File: config.mk
export PLATFORM = sky130hd
export DESIGN_NAME = hazard_stall_ctrl
export DESIGN_NICKNAME = d
export VERILOG_FILES = /design/src/rtl/pipe_ctrl_pkg.sv /design/src/rtl/hazard_stall_ctrl_sat_counter.sv /design/src/rtl/hazard_stall_ctrl.sv
export SDC_FILE = /design/constraint.sdc
export NUM_CORES = 1
export LEC_CHECK = 0
export BUFFER_PORTS_ARGS = -buffer_cell sky130_fd_sc_hd__buf_2
export CORE_ASPECT_RATIO = 1.4
export CORE_MARGIN = 3
export CORE_UTILIZATION = 45
export DETAILED_ROUTE_END_ITERATION = 8
export PLACE_DENSITY = 0.81
export SLEW_MARGIN = 0
export SYNTH_ARGS = -nofsm -noshare
export SYNTH_HDL_FRONTEND = slang
export SYNTH_SLANG_ARGS = --single-unit
File: constraint.sdc
create_clock -name clk -period 2.2 [get_ports clk]
set_clock_uncertainty 0.15 [all_clocks]
set_input_delay 0 -clock clk [delete_from_list [all_inputs] [get_ports clk]]
set_output_delay 0 -clock clk [all_outputs]
set_load 0.005 [all_outputs]
File: src/rtl/pipe_ctrl_pkg.sv
// Shared encodings for the pipeline stall/flush control: stall codes, squash codes
// and the hazard controller state type.
package pipe_ctrl_pkg;

    localparam logic [1:0] STALL_RUN     = 2'd0;
    localparam logic [1:0] STALL_BUBBLE  = 2'd1;
    localparam logic [1:0] STALL_HOLD    = 2'd2;

    localparam logic [1:0] STALLC_RUN    = 2'd0;
    localparam logic [1:0] STALLC_SQUASH = 2'd1;

    typedef enum logic [1:0] {
        IDLE,
        MULTI,
        FLUSH
    } ctrl_state_t;

endpackage

File: src/rtl/hazard_stall_ctrl_sat_counter.sv
// Saturating up-counter used for the stall/flush performance statistics.
module sat_counter #(
    parameter int W = 32
) (
    input  logic         clk,
    input  logic         reset,
    input  logic         inc,
    output logic [W-1:0] count
);

    always_ff @(posedge clk or posedge reset) begin
        if (reset) begin
            count <= '0;
        end else if (inc && !(&count)) begin
            count <= count + W'(1);
        end
    end

endmodule

File: src/rtl/hazard_stall_ctrl.sv
// Hazard controller: load-use bubbles, multi-cycle Execute holds and taken-transfer
// squashes for the 4-stage pipeline, plus saturating stall/flush cycle counters.
module hazard_stall_ctrl
    import pipe_ctrl_pkg::*;
#(
    parameter int MUL_LAT   = 3,
    parameter int DIV_LAT   = 8,
    parameter int FLUSH_CYC = 1,
    parameter int CNT_W     = 32
) (
    input  logic             clk,
    input  logic             reset,
    input  logic [3:0]       rs1D,
    input  logic [3:0]       rs2D,
    input  logic             useRs1D,
    input  logic             useRs2D,
    input  logic [3:0]       rdE,
    input  logic             isLdE,
    input  logic             isWbE,
    input  logic             isMulE,
    input  logic             isDivE,
    input  logic             isModE,
    input  logic             branchTakenE,
    output logic [1:0]       stall,
    output logic [1:0]       stallC,
    output logic             busyE,
    output logic [CNT_W-1:0] stallCount,
    output logic [CNT_W-1:0] flushCount
);

    localparam int MAX_LAT = (DIV_LAT > MUL_LAT) ? DIV_LAT : MUL_LAT;
    localparam int MAX_CNT = (MAX_LAT > FLUSH_CYC) ? MAX_LAT : FLUSH_CYC;
    // Counters only ever hold (cycles - 2), so clog2 of the largest count suffices.
    localparam int CW      = (MAX_CNT > 2) ? $clog2(MAX_CNT) : 1;

    localparam logic [CW-1:0] MUL_INIT = CW'((MUL_LAT > 1) ? MUL_LAT - 2 : 0);
    localparam logic [CW-1:0] DIV_INIT = CW'((DIV_LAT > 1) ? DIV_LAT - 2 : 0);
    localparam logic [CW-1:0] FL_INIT  = CW'((FLUSH_CYC > 1) ? FLUSH_CYC - 2 : 0);

    ctrl_state_t   state, state_nx;
    logic [CW-1:0] mccnt, mccnt_nx;
    logic [CW-1:0] flcnt, flcnt_nx;

    logic mc_op, div_sel, lat_multi, ld_haz;

    assign mc_op     = isMulE | isDivE | isModE;
    assign div_sel   = isDivE | isModE;
    assign lat_multi = div_sel ? (DIV_LAT > 1) : (MUL_LAT > 1);
    assign ld_haz    = isLdE & isWbE &
                       ((useRs1D & (rs1D == rdE)) | (useRs2D & (rs2D == rdE)));

    always_ff @(posedge clk or posedge reset) begin
        if (reset) begin
            state <= IDLE;
            mccnt <= '0;
            flcnt <= '0;
        end else begin
            state <= state_nx;
            mccnt <= mccnt_nx;
            flcnt <= flcnt_nx;
        end
    end

    always_comb begin
        state_nx = state;
        mccnt_nx = mccnt;
        flcnt_nx = flcnt;
        stall    = STALL_RUN;
        stallC   = STALLC_RUN;
        busyE    = 1'b0;
        // Outputs are gated so they fall with reset rather than at the next edge.
        if (!reset) begin
            unique case (state)
                IDLE: begin
                    if (branchTakenE) begin
                        stallC = STALLC_SQUASH;
                        if (FLUSH_CYC > 1) begin
                            flcnt_nx = FL_INIT;
                            state_nx = FLUSH;
                        end
                    end else if (mc_op && lat_multi) begin
                        stall    = STALL_HOLD;
                        busyE    = 1'b1;
                        mccnt_nx = div_sel ? DIV_INIT : MUL_INIT;
                        state_nx = MULTI;
                    end else if (!mc_op && ld_haz) begin
                        stall = STALL_BUBBLE;
                    end
                end
                MULTI: begin
                    if (mccnt != '0) begin
                        stall    = STALL_HOLD;
                        busyE    = 1'b1;
                        mccnt_nx = mccnt - CW'(1);
                    end else begin
                        state_nx = IDLE;
                    end
                end
                FLUSH: begin
                    stallC = STALLC_SQUASH;
                    if (flcnt != '0) begin
                        flcnt_nx = flcnt - CW'(1);
                    end else begin
                        state_nx = IDLE;
                    end
                end
                default: state_nx = IDLE;
            endcase
        end
    end

    sat_counter #(.W(CNT_W)) u_stall_cnt (
        .clk   (clk),
        .reset (reset),
        .inc   (stall != STALL_RUN),
        .count (stallCount)
    );

    sat_counter #(.W(CNT_W)) u_flush_cnt (
        .clk   (clk),
        .reset (reset),
        .inc   (stallC != STALLC_RUN),
        .count (flushCount)
    );

endmodule

[Word level (Yosys, flattened, before mapping)]
Cells that the tools add are included.
Storage, ports and cells
  output and inout bits: 69
  input bits: 22
  bits in registers: 72
Operators by class
  $add $sub $neg: 4
  multiplexer cells: 24
  equal/unequal tests: 9
  bitwise logic cells: 9
  reductions and logical operators: 17
Operators with widths (number)
  $add 32x1->32 const B: 2
  $reduce_and 32->1: 2
  $mux 2: 9
  $mux 3: 4
  $ne 2x2->1 const B: 5
  $reduce_and 5->1: 2
  $eq 4x4->1: 2
  $mux 1: 6
  $pmux 2 s3: 1
  $pmux 3 s2: 1
  $reduce_bool 2->1: 3
  $reduce_bool 3->1: 2
  $sub 3x1->3 const B: 2
  $and 1x1->1: 4
  $or 1x1->1: 4
  $pmux 1 s2: 2
  $pmux 2 s2: 1
  $logic_and 1x1->1: 3
  $logic_not 1->1: 3
  $reduce_and 3->1: 1
  $eq 2x1->1 const B: 1
  $eq 2x2->1 const B: 1
  $logic_not 2->1: 1
  $not 1->1: 1

[Longest topological paths before layout]
  word-level depth: 12
  depth in mapped cells: 11
  depth with buffers taken out: 9

[Hierarchy]
A second synthesis with hierarchy kept.
Unflattened totals
  cells, all modules: 354
  area total of the unflattened synthesis: 3688.5 um2
By module, submodules not included
  sat_counter (u_stall_cnt): cells an instance 155, area each 1665.3 um2, seq. area each 800.8 um2, times used 1
  sat_counter (u_flush_cnt): cells an instance 147, area each 1602.8 um2, seq. area each 800.8 um2, times used 1
  hazard_stall_ctrl: cells an instance 52, area each 420.4 um2, seq. area each 100.1 um2, times used 1

[Worst setup path before layout]
OpenSTA, ideal clock, no wires.
  path kind: reg-to-reg
  start: register u_stall_cnt.count[0]
  end: register u_stall_cnt.count[1]
  cell stages (with the launch flop): 7
  path slack: -0.027 ns
  path buffers: 0
  library setup time: 0.125 ns
  period minus slack after synthesis: 2.227 ns
  arrival time: 1.952 ns
  cells stage by stage: dfrtp_1 -> ha_1 -> nand3_1 -> or4_4 -> or3_4 -> and2_4 -> mux2_4
On the way
  cells in the longest elaborated chain, start to end: 3
  elaborated cells between the ends (all ways): 4
  classes of those cells: 1 x add/sub; 3 x reduce/logical
RTL lines
  start, declared: line hazard_stall_ctrl_sat_counter.sv:8  | output logic [W-1:0] count
  start signal, assigned: line hazard_stall_ctrl_sat_counter.sv:15  | count <= count + W'(1);
  branches (longest 3 deep; another with $add 32x1->32)
Parallel ways; which one is timed is not known.
A chain may end at the register's enable or synchronous reset.

[Final worst setup path]
Same ends and word-level chain as after synthesis.

==> metrics.txt <==
Starting Density 46.5%; compound-gate portion of the synthesized area 2.72%; register bit total from synthesis 68; Fmax about 450 MHz; later-pin clock latency in the skew report between 0.3 and 0.4 ns; Clock Root Buffer clkbuf_8; most common cell after layout, fill and taps aside buf_2; final hold vios 0; Worst Reg-to-Reg Cells 6; adder-cell share of the synthesized area 1.45%; placed inst area ~4300 um^2; GRT Total Usage 20.0%; CP Cell Sequence ha_4, nand3_2, or4_4, or3_4, and2_4, mux2_4; CP max-delay cell or4_4; startpoint of the worst hold path branchTakenE; register area share after synthesis 49.4%; DIE AREA 8760 um^2; Post-Synth XOR/XNOR Area 16.8%; DR iter-0 viols between 100 and 150; hold_ws 0.0415 ns; drt drc 0; Crit Reg-Reg Endpoint u_stall_cnt.count[1]; Worst setup EP type register; total power 3380 uW; Top delay family on crit path simple AND/OR/NAND/NOR gates; reg2reg setup slack -0.05 ns; Tcrit/Tclk final 102%; CTS sink cnt between 60 and 70; Synth Cell Area 3450 um^2; Worst Path Buf+Inv 0; pre-CTS WS -0.104 ns; CTS buffer count 9; port bufs 89; vias 3190; Clock transition at path regs about 0.070 ns; Slew Viols, Final 0; Startpoint Class register; layout cells sized above 1 40.6%; Mean Syn Cell Area 10.5 um^2; r2r startpoint u_stall_cnt.count[0]; dpl hpwl 6340 um; HP Class input pin to register; drt wl/cell 15.3 um; die height roughly 110 um; Max clock buf depth 2; failing checks negative setup slack; first-pass GRT wire length roughly 14000 um; pwr dens 710 nW/um^2; post-synthesis mux area share 1.74%; vias per cell 5.41; Min-Delay Endpoint u_flush_cnt.count[7]; WL final 9030 um; critical path arrival about 2.3 ns; Final setup viols 4; core footprint 7410 um^2; Antenna Cells 0; Netlist cell types 41; largest family of logic cells by synthesized area simple AND/OR/NAND/NOR gates; CP Class register to register; Synth Instances 329; grt ovf 0; maximum VDD drop 0.650 mV; RD Place Congestion 0.915; vias in the first global route 3120; Core Rows 37; Yosys warning count 0; initial antenna violation count 0; Slew headroom ~60%; CP peak stage delay 0.49 ns; number of nets still failing antenna checks after routing 0; post-route cell area 4760 um^2; post-synthesis simple-gate area fraction 24.7%; Max Cap Viol 0; status finished, violations left; Area growth, synth to finish 38.1%; most frequent cells in the layout buf_2, dfrtp_1, buf_4; LEAKAGE 0.00235 uW; Critical Path RT 2.29 ns; Die Wd 80.0 um; Hold Path Depth 4; final setup TNS -0.113 ns; io pins 91; Nets 514; RSZ-0062 raised after global routing yes; net count after synthesis between 300 and 400; CTS tree yes; final worst setup slack -0.0464 ns; drt first pass iters 4; H-tree lvl count 3; fill count around 580; Tmin final roughly 2.2 ns; pin count of the biggest net entering global routing 69; Worst-Margin Slew 0.572 ns; Max Fanout on Critical Path 6
## synth_stat cells
cell,instances,area [um^2]
a31oi_1,2,12.5
and2_4,1,8.76
and3_1,15,93.8
inv_2,2,7.51
nand3_1,27,135
or4_4,1,11.3
nor4_2,1,12.5
buf_4,3,22.5
or3_4,2,22.5
a31o_2,1,8.76
buf_6,3,33.8
nand4_1,34,213
and2_1,3,18.8
mux2_2,4,45.0
nand2b_1,2,12.5
buf_2,3,15.0
nor3_2,1,10.0
and4b_1,1,10.0
clkbuf_1,1,3.75
o22ai_1,1,6.26
nor3b_1,2,15.0
ha_1,4,50.1
o22a_1,1,8.76
o21a_1,1,7.51
nand2_1,25,93.8
nor3_1,6,30.0
xnor2_1,57,499
mux2_4,1,15.0
nor2_1,15,56.3
conb_1,1,3.75
or3_1,2,12.5
nor4bb_1,1,10.0
inv_1,7,26.3
dfrtp_1,68,1700
o21ai_0,5,25.0
a21oi_1,5,25.0
nor4_1,3,18.8
and4_1,6,52.6
nor2b_1,1,6.26
nand3b_1,1,7.51
xor2_1,9,78.8
## worst max path at each step
stage	start	end	slack [ns]	cells past startpoint
3_3_place_gp	u_stall_cnt.count[0]	u_stall_cnt.count[1]	0.008	6
6_report	u_stall_cnt.count[0]	u_stall_cnt.count[1]	-0.05	6
2_1_floorplan	u_stall_cnt.count[0]	u_stall_cnt.count[1]	-0.03	6
3_5_place_dp	mccnt[0]	u_stall_cnt.count[17]	-0.10	10
5_1_grt	u_stall_cnt.count[0]	u_stall_cnt.count[15]	-0.1	7
4_1_cts	u_stall_cnt.count[1]	u_stall_cnt.count[1]	-0.05	6
## metrics by stage
stage          util [%]  std cells
2_1_floorplan         -        329
3_3_place_gp       58.6        557
3_5_place_dp       58.6        557
4_1_cts            62.2        580
5_1_grt            64.3        590
6_report           64.3        590
## power breakdown
group | switching (uW) | internal [uW] | total (uW) | leakage (uW)
clock network | 493 | 401 | 895 | 0.0000848
logic | 469 | 527 | 997 | 0.00135
registers | 109 | 1380 | 1490 | 0.000914
## registers in the layout (all words and copies together), names as in the netlist
signal and cells:
u_flush_cnt.count 32, state 1, u_stall_cnt.count 32, mccnt 3
## metal layers
| layer | vias to the layer above | track usage, % | part of all wire [%] |
|---|---|---|---|
| met5 | - | 0 | 0 |
| met4 | 0 | 10.4 | 2.6 |
| met3 | 23 | 3.69 | 5.7 |
| met2 | 105 | 36.4 | 54 |
| met1 | 1577 | 21.7 | 38 |
| li1 | 1485 | - | - |
## logic make-up after synthesis
| logic type | Yosys count |
|---|---|
| flops | 68 |
| fa+ha+maj | 4 |
| compound gates | 16 |
| buf+inv | 19 |
| simple gates | 150 |
| other cells | 1 |
| mux | 5 |
| xor+xnor | 66 |
## cell type report
| class | count | area, um^2 | share of cell area [%] |
|---|---|---|---|
| multi-input cells | 243 | 1730 | 36.4 |
| flip-flops and latches | 68 | 1700 | 35.8 |
| repair buffers | 157 | 998 | 21.0 |
| clock buffers | 9 | 124 | 2.60 |
| well taps | 97 | 121 | 2.55 |
| clock inverters | 7 | 43.8 | 0.920 |
| inverters | 9 | 36.3 | 0.762 |
## worst min-delay path, stage by stage
cell and delay (ns):
buf_2 0.12, nand2_1 0.15, nor4_1 0.10, xor2_1 0.12
## timing repair
item,CTS,global route
endpoints found under the hold margin,72,0
hold buffers,4,0
buffers inserted,3,9
gates resized for setup,4,19
pin swaps,0,9
endpoints found under the setup margin,17,32
cloned,0,1
(Power assumes the default switching activity.)
